<file path="src/rtl/ballot_pkg.sv">
// Shared types and constants for the ballot collector and its timeout counter.
package ballot_pkg;

  localparam int NUM_VOTERS      = 5;
  localparam int VOTE_ID_W       = 3;
  localparam int TIMEOUT_DEFAULT = 255;

  localparam logic [VOTE_ID_W-1:0] VOTER_ID_MAX = 3'd4;

  // One-hot so each output strobe is a single flop bit.
  typedef enum logic [2:0] {
    IDLE    = 3'b001,
    COLLECT = 3'b010,
    DONE    = 3'b100
  } state_e;

endpackage

</file>
<file path="src/rtl/ballot_timeout_ctr.sv">
// Collection-window counter: cleared when a ballot opens, counts while collecting,
// flags the last permitted cycle.
module ballot_timeout_ctr #(
  parameter int TMR_W          = 8,
  parameter int TIMEOUT_CYCLES = ballot_pkg::TIMEOUT_DEFAULT
) (
  input  logic clk,
  input  logic rst,
  input  logic clr_i,
  input  logic en_i,
  output logic tc_o
);

  logic [TMR_W-1:0] count_q;

  always_ff @(posedge clk or posedge rst) begin
    if (rst) begin
      count_q <= '0;
    end else if (clr_i) begin
      count_q <= '0;
    end else if (en_i) begin
      count_q <= count_q + 1'b1;
    end
  end

  assign tc_o = (count_q == TMR_W'(TIMEOUT_CYCLES - 1));

endmodule

</file>
<file path="src/rtl/ballot_collector.sv">
// Serially collects five voter bits into a ballot vector, closing on a full set
// or on timeout, and strobes ballot_valid for one cycle.
module ballot_collector #(
  parameter int NUM_VOTERS     = ballot_pkg::NUM_VOTERS,
  parameter int TIMEOUT_CYCLES = ballot_pkg::TIMEOUT_DEFAULT,
  parameter int TMR_W          = 8
) (
  input  logic                            clk,
  input  logic                            rst,
  input  logic                            start,
  input  logic                            vote_valid,
  input  logic [ballot_pkg::VOTE_ID_W-1:0] vote_id,
  input  logic                            vote_val,
  output logic                            vote_ready,
  output logic [NUM_VOTERS-1:0]           ballot,
  output logic                            ballot_valid,
  output logic                            busy,
  output logic                            timed_out,
  output logic                            dup_err,
  output logic                            id_err
);

  import ballot_pkg::*;

  state_e                state_q;
  logic [NUM_VOTERS-1:0] ballot_q, ballot_d;
  logic [NUM_VOTERS-1:0] mask_q, mask_d;
  logic [NUM_VOTERS-1:0] id_sel;
  logic                  timed_out_q, dup_err_q, id_err_q;
  logic                  in_collect, accept, id_bad, dup_hit, take_vote;
  logic                  tmr_clr, tmr_tc;

  assign in_collect = (state_q == COLLECT);

  for (genvar gi = 0; gi < NUM_VOTERS; gi++) begin : g_id_sel
    assign id_sel[gi] = (vote_id == VOTE_ID_W'(gi));
  end

  // An out-of-range id decodes to no select bit, so it can never write the ballot.
  assign accept    = vote_valid & vote_ready;
  assign id_bad    = (vote_id > VOTER_ID_MAX);
  assign dup_hit   = |(id_sel & mask_q);
  assign take_vote = accept & ~id_bad & ~dup_hit;

  assign mask_d   = take_vote ? (mask_q | id_sel) : mask_q;
  assign ballot_d = take_vote ? ((ballot_q & ~id_sel) | (id_sel & {NUM_VOTERS{vote_val}}))
                              : ballot_q;

  assign tmr_clr = (state_q == IDLE) & start;

  ballot_timeout_ctr #(
    .TMR_W         (TMR_W),
    .TIMEOUT_CYCLES(TIMEOUT_CYCLES)
  ) u_timeout_ctr (
    .clk  (clk),
    .rst  (rst),
    .clr_i(tmr_clr),
    .en_i (in_collect),
    .tc_o (tmr_tc)
  );

  always_ff @(posedge clk or posedge rst) begin
    if (rst) begin
      state_q     <= IDLE;
      ballot_q    <= '0;
      mask_q      <= '0;
      timed_out_q <= 1'b0;
      dup_err_q   <= 1'b0;
      id_err_q    <= 1'b0;
    end else begin
      unique case (state_q)
        IDLE: begin
          if (start) begin
            state_q     <= COLLECT;
            ballot_q    <= '0;
            mask_q      <= '0;
            timed_out_q <= 1'b0;
            dup_err_q   <= 1'b0;
            id_err_q    <= 1'b0;
          end
        end
        COLLECT: begin
          ballot_q <= ballot_d;
          mask_q   <= mask_d;
          if (accept & id_bad)  id_err_q  <= 1'b1;
          if (accept & dup_hit) dup_err_q <= 1'b1;
          // A completing vote wins over a simultaneous timeout.
          if (&mask_d) begin
            state_q <= DONE;
          end else if (tmr_tc) begin
            state_q     <= DONE;
            timed_out_q <= 1'b1;
          end
        end
        DONE:    state_q <= IDLE;
        default: state_q <= IDLE;
      endcase
    end
  end

  assign vote_ready   = in_collect;
  assign busy         = in_collect;
  assign ballot_valid = (state_q == DONE);
  assign ballot       = ballot_q;
  assign timed_out    = timed_out_q;
  assign dup_err      = dup_err_q;
  assign id_err       = id_err_q;

endmodule

</file>
<file path="config.mk">
export PLATFORM = sky130hd
export DESIGN_NAME = ballot_collector
export DESIGN_NICKNAME = d
export VERILOG_FILES = /design/src/rtl/ballot_pkg.sv /design/src/rtl/ballot_timeout_ctr.sv /design/src/rtl/ballot_collector.sv
export SDC_FILE = /design/constraint.sdc
export NUM_CORES = 1
export LEC_CHECK = 0
export CAP_MARGIN = 20
export CORE_UTILIZATION = 56
export CTS_CLUSTER_SIZE = 30
export DETAILED_ROUTE_END_ITERATION = 12
export GPL_ROUTABILITY_DRIVEN = 0
export GPL_TIMING_DRIVEN = 1
export PLACE_DENSITY = 0.85
export SLEW_MARGIN = 10
export SYNTH_ARGS = -nofsm -noshare
export SYNTH_HDL_FRONTEND = slang
export SYNTH_SLANG_ARGS = --single-unit
</file>
<file path="constraint.sdc">
create_clock -name clk -period 5 [get_ports clk]
set_clock_uncertainty 0.2 [all_clocks]
set_input_delay 1 -clock clk [delete_from_list [all_inputs] [get_ports clk]]
set_output_delay 1 -clock clk [all_outputs]
set_load 0.03 [all_outputs]
</file>
==> metrics.txt, run 1 <==
Final nets 153; max_cap viols 0; post-synthesis simple-gate area fraction 22.3%; TritonCTS Buffers 3; final wirelength 2320 microns; crit-path cells or3b_1 -> inv_1 -> clkdlybuf4s50_1; R2R Path Start state_q[2]$_DFFE_PP0P_; minimum clock period 3.68 ns; die width 49.2 microns; unrepaired setup endpoints after global routing false; die span in y 49.2 microns; P&R area growth vs syn 16.1%; Setup crit end kind output pin; number of flops mapped to enable cells by yosys 0; commonest non-fill, non-tap cell in the layout dfrtp_1; Total Power 0.000515 W; Yosys reg bits 24; CP max stage delay 0.78 ns; clock share of power 16.8%; main area contributors after synthesis dfrtp_1 46%, nor2_1 5.4%, xor2_1 4.2%; Peak VDD IR 226 uV; Starting Density 61.7%; Ant. Diodes 0; Post-CTS Resized 0; Final ANT Viol Nets 0; CTS H-tree lvls 1; vias 1004; HPWL after DPL 1660 microns; commonest non-fill, non-tap cells in the layout 23 x dfrtp_1, 18 x nor2_1, 18 x clkdlybuf4s50_1; final hold violation count 0; CTS Buffer Depth 2; TritonCTS clock tree done; async set or reset register ratio after synthesis 100%; Combinational Power Share 35.1%; Least-Margin Pin Slew 0.862 ns; fillers 158; Worst Reg2Reg Path Length in Cells 5; yosys warns 0; I/O Pins 19; hold path endpoint id_err$_DFFE_PP0P_; Worst Path Max Fanout 22; Primary FF master, synth dfrtp_1; CTS sink count 24; post-synthesis mux area share 5.92%; Seq/Total Area, Yosys 48.2%; Pins Over Slew Limit 0; 1st-pass router iterations 4; setup violators final 0; GRT Util Overall 22.0%; antenna violations before repair 0; register area 602 sq um; share of cells above drive strength 1 6.34%; Fmax 272 MHz; Die ar. 2420 sq um; max_slew headroom 42.5%; adder-cell share of the synthesized area 2.01%; Hold Crit Depth 2; XOR/XNOR share of the synthesized area 4.21%; Core Region 2020 sq um; Reg2Reg Capture Point timed_out$_DFFE_PP0P_; CP max-delay cell clkdlybuf4s50_1; Post-CTS Setup Bufs 0; largest net degree at the start of global routing 25; mean post-synth cell area 9.82 sq um; Flop pwr share 48.1%; Pwr Density 356 nW/um^2; internal reg-to-reg setup slack 2.55 ns; area of the multi-input gates 569 sq um; first-pass GRT wire length 3970 microns; post-synth net total 137; port bufs 18; Yosys top cell area share 46.1%; GR Overflow Total 0; FP Rows 16; DRT iter0 DRCs 24; clk slew on worst S/H paths 0.13 ns; Sw Pwr 0.000191 W; cell-internal power 0.000325 W; outcome complete, no violations; CP required 3.80 ns; Synth Area in Compound Gates 11.2%; Clock Latency Late Sink 0.31 ns; Setup TNS Final 0 ns; sw frac 37.0%; crit-path leading delay family buffers and inverters; post-synth top area cell dfrtp_1; Leak 0.645 nW; vias in the first global route 907; element type at the critical path start flop; DRC viols 0; Worst Hold Class flop to flop; Routed wire per std cell 13.8 microns; Setup CP Type flop to output pin; hold buffer count at cts 0; clk root buf clkbuf_4; WP buf/inv 2; Distinct cells, synth 39; Hold Path Origin id_err$_DFFE_PP0P_; post-synthesis instance area 1250 sq um; CP Data Arrival Time 2.48 ns; Tcrit/Tclk final 73.7%; drt via density 5.94; post-synthesis instance total 127; largest family of logic cells by synthesized area simple AND/OR/NAND/NOR gates
## sequential cells by signal (all words and copies together), names as in the netlist
name                   flops
timed_out                  1
state_q                    3
ballot                     5
dup_err                    1
id_err                     1
mask_q                     5
u_timeout_ctr.count_q      8
## worst max-delay path by stage
stage,startpoint,to,slack (ns),depth (start not counted)
2_1_floorplan,state_q[2]$_DFFE_PP0P_,vote_ready,2.27,6
3_3_place_gp,state_q[2]$_DFFE_PP0P_,busy,1.71,3
3_5_place_dp,state_q[2]$_DFFE_PP0P_,busy,1.69,3
4_1_cts,state_q[2]$_DFFE_PP0P_,busy,1.33,3
5_1_grt,state_q[2]$_DFFE_PP0P_,busy,1.21,3
6_report,state_q[2]$_DFFE_PP0P_,busy,1.32,3
## kinds of logic after synthesis
logic type	Yosys count
and+or+nand+nor	52
DFF	24
AOI/OAI and AO/OA	21
buffers and inverters	16
xor gates and xnor gates	6
muxes	6
adders and majority gates	2
## through the flow
| step | hold slack, ns | std cells | util, % | worst slack (ns) | area (sq um) |
|---|---|---|---|---|---|
| finish | 0.325 | 169 | 71.7 | 1.32 | 1450 |
| global route | 0.349 | 169 | 71.7 | 1.21 | 1450 |
| CTS | 0.333 | 169 | 71.7 | 1.33 | 1450 |
| floorplan | 0.296 | 127 | - | 2.27 | 1250 |
| global placement | 0.275 | 165 | 70.4 | 1.71 | 1420 |
| detailed placement | 0.303 | 165 | 70.4 | 1.69 | 1420 |
## worst reg2reg max path: stages, from the launching register on
cell,delay [ns]
dfrtp_1,0.41
or3b_1,0.48
inv_1,0.49
a41oi_1,0.29
o22ai_1,0.34
a211oi_1,0.12
## cells in the mapped netlist (2+ instances only)
| library cell | count |
|---|---|
| inv_1 | 8 |
| buf_4 | 2 |
| dfrtp_1 | 23 |
| clkbuf_1 | 4 |
| nand3_1 | 5 |
| xor2_1 | 6 |
| mux2i_1 | 4 |
| nor3b_1 | 3 |
| nor2b_1 | 3 |
| nand4_1 | 4 |
| a41oi_1 | 2 |
| a21oi_1 | 7 |
| nor2_1 | 18 |
| a31oi_1 | 4 |
| nand2_1 | 6 |
| a211oi_1 | 2 |
| ha_1 | 2 |
| nor3_1 | 3 |
## layout make-up
cell class,count,share of cell area [%]
Clock buffer,4,1.81
Inverter,8,2.07
Multi-Input combinational cell,87,39.3
Sequential cell,24,41.5
Tap cell,27,2.33
Timing Repair Buffer,19,13.0
## power groups by stage
stage	registers, W	clock network, W	logic (W)
2_1_floorplan	0.000267	0	0.000109
3_3_place_gp	0.000250	0	0.000176
3_5_place_dp	0.000252	0	0.000180
4_1_cts	0.000248	0.0000880	0.000181
5_1_grt	0.000252	0.0000951	0.000197
6_report	0.000248	0.0000868	0.000181
## metal layers
metal  GRT usage (%)  vias up  share of wire, %
met4            13.2        0               2.6
met2            32.6       35                44
li1                -      481                 -
met3            3.43        6               4.6
met1            30.5      482                49
met5               0        -                 0
(Power assumes the default switching activity.)
==> run 2: changes to the inputs <==
- CORE_UTILIZATION: 56 -> 52
- PLACE_DENSITY: 0.85 -> 0.8
- clock period: 5 -> 3.5 ns (I/O delays scaled with it)
==> metrics.txt, run 2 (synthesis results as in run 1) <==
Ant. Diodes 0 (unchanged); Pwr Density 524 nW/um^2 (was 356 nW/um^2); register area 602 sq um (unchanged); HPWL after DPL 1790 microns (was 1660 microns); setup violators final 0 (unchanged); 1st-pass router iterations 4 (unchanged); port bufs 18 (unchanged); crit-path cells or3b_1 -> inv_1 -> clkdlybuf4s50_1 (unchanged); CP required 2.60 ns (was 3.80 ns); P&R area growth vs syn 18.3% (was 16.1%); I/O Pins 19 (unchanged); FP Rows 17 (was 16); CP max stage delay 0.75 ns (was 0.78 ns); Worst Setup Slack, final 0.285 ns (was 1.32 ns); largest net degree at the start of global routing 25 (unchanged); commonest non-fill, non-tap cells in the layout 23 x dfrtp_1, 18 x nor2_1, 18 x clkdlybuf4s50_1 (unchanged); CP Data Arrival Time 2.32 ns (was 2.48 ns); GR Overflow Total 0 (unchanged); fillers 182 (was 158); Least-Margin Pin Slew 0.874 ns (was 0.862 ns); final wirelength 2530 microns (was 2320 microns); vias 988 (was 1004); Setup TNS Final 0 ns (unchanged); DRT iter0 DRCs 27 (was 24); Routed wire per std cell 14.7 microns (was 13.8 microns); Worst Path Max Fanout 13 (was 22); setup slack at placement 0.516 ns (was 1.69 ns); Tcrit/Tclk final 91.9%; Peak VDD IR 317 uV (was 226 uV); Core Region 2230 sq um (was 2020 sq um); max_slew headroom 41.7% (was 42.5%); antenna violations before repair 0 (unchanged); commonest non-fill, non-tap cell in the layout dfrtp_1 (unchanged); final hold violation count 0 (unchanged); Clock Latency Late Sink 0.32 ns (was 0.31 ns); Final ANT Viol Nets 0 (unchanged); die span in y 51.0 microns (was 49.2 microns); area of the multi-input gates 569 sq um (unchanged); die width 51.0 microns (was 49.2 microns); Top reg by flops u_timeout_ctr.count_q (unchanged); CTS H-tree lvls 1 (unchanged); final instance area 1480 sq um (was 1450 sq um); CP max-delay cell clkdlybuf4s50_1 (unchanged); Setup CP Type flop to output pin (unchanged); CTS sink count 24 (unchanged); GRT Util Overall 22.3% (was 22.0%); Pins Over Slew Limit 0 (unchanged); Leak 0.662 nW (was 0.645 nW); clk root buf clkbuf_4 (unchanged); Setup crit end kind output pin (unchanged); TritonCTS clock tree done (unchanged); first-pass GRT wire length 4200 microns (was 3970 microns); element type at the critical path start flop (unchanged); minimum clock period 3.22 ns; drt via density 5.74 (was 5.94); area post-placement 1440 sq um (was 1420 sq um); Starting Density 55.9% (was 61.7%); hold buffer count at cts 0 (unchanged); Post-CTS Setup Bufs 0 (unchanged); CTS Buffer Depth 2 (unchanged); max_cap viols 0 (unchanged); crit-path leading delay family buffers and inverters (unchanged); WP buf/inv 2 (unchanged); Final nets 155 (was 153); Fmax 311 MHz; Worst Hold Class flop to flop (unchanged); max FFs per register 8 (unchanged); outcome complete, no violations (unchanged); share of cells above drive strength 1 8.33% (was 6.34%); Die ar. 2600 sq um (was 2420 sq um); unrepaired setup endpoints after global routing false (unchanged); Post-CTS Resized 0 (unchanged); clk slew on worst S/H paths 0.13 ns (about the same); TritonCTS Buffers 3 (unchanged); vias in the first global route 914 (was 907); DRC viols 0 (unchanged)
## run 2: worst reg2reg max path, cell delays in order (launching register included)
cell      delay [ns]
dfrtp_1         0.42
or3b_1          0.48
inv_1           0.34
a41oi_1         0.21
o22ai_1         0.33
a211oi_1        0.12
## run 2: power by group
part	leakage (nW)	internal (W)	switching, W
Sequential	0.326	0.000321	0.0000344
Clock	0.0210	0.0000636	0.0000843
Combinational	0.315	0.000107	0.000163
Total	0.662	0.000492	0.000281
## run 2: per-stage QoR
step	util [%]	hold slack, ns	power, W	std cells
after floorplan	-	0.296	0.000538	127
after global placement	64.4	0.277	0.000621	168
after detailed placement	64.4	0.308	0.000631	168
after CTS	66.1	0.342	0.000781	172
after global routing	66.1	0.365	0.000818	172
final	66.1	0.327	0.000773	172
## run 2: area by class of cell
| type | count | share of cell area (%) |
|---|---|---|
| flip-flops and latches | 24 | 40.8 |
| well taps | 28 | 2.37 |
| clock buffers | 4 | 2.46 |
| multi-input cells | 87 | 38.6 |
| inverters | 8 | 2.04 |
| repair buffers | 21 | 13.7 |
## run 2: worst paths after layout
| kind | start | end | slack, ns | cells past startpoint |
|---|---|---|---|---|
| min in group asynchronous | rst | mask_q[3]$_DFFE_PP0P_ | 0.65 | 2 |
| max in group asynchronous | rst | state_q[1]$_DFFE_PP0P_ | 1.92 | 2 |
| worst min register to register | id_err$_DFFE_PP0P_ | id_err$_DFFE_PP0P_ | 0.33 | 2 |
| worst max-delay path | state_q[2]$_DFFE_PP0P_ | vote_ready | 0.28 | 3 |
| worst min-delay path | id_err$_DFFE_PP0P_ | id_err$_DFFE_PP0P_ | 0.33 | 2 |
| worst max register to register | state_q[2]$_DFFE_PP0P_ | timed_out$_DFFE_PP0P_ | 1.29 | 5 |
## run 2: per-layer routing
layer | share of wire, % | wire length (microns) | vias up | track usage [%]
li1 | - | - | 481 | -
met1 | 48 | 1200 | 476 | 31.4
met2 | 47 | 1180 | 29 | 34.2
met3 | 5.0 | 127 | 2 | 3.57
met4 | 0.55 | 14 | 0 | 9.26
met5 | 0 | 0 | - | 0
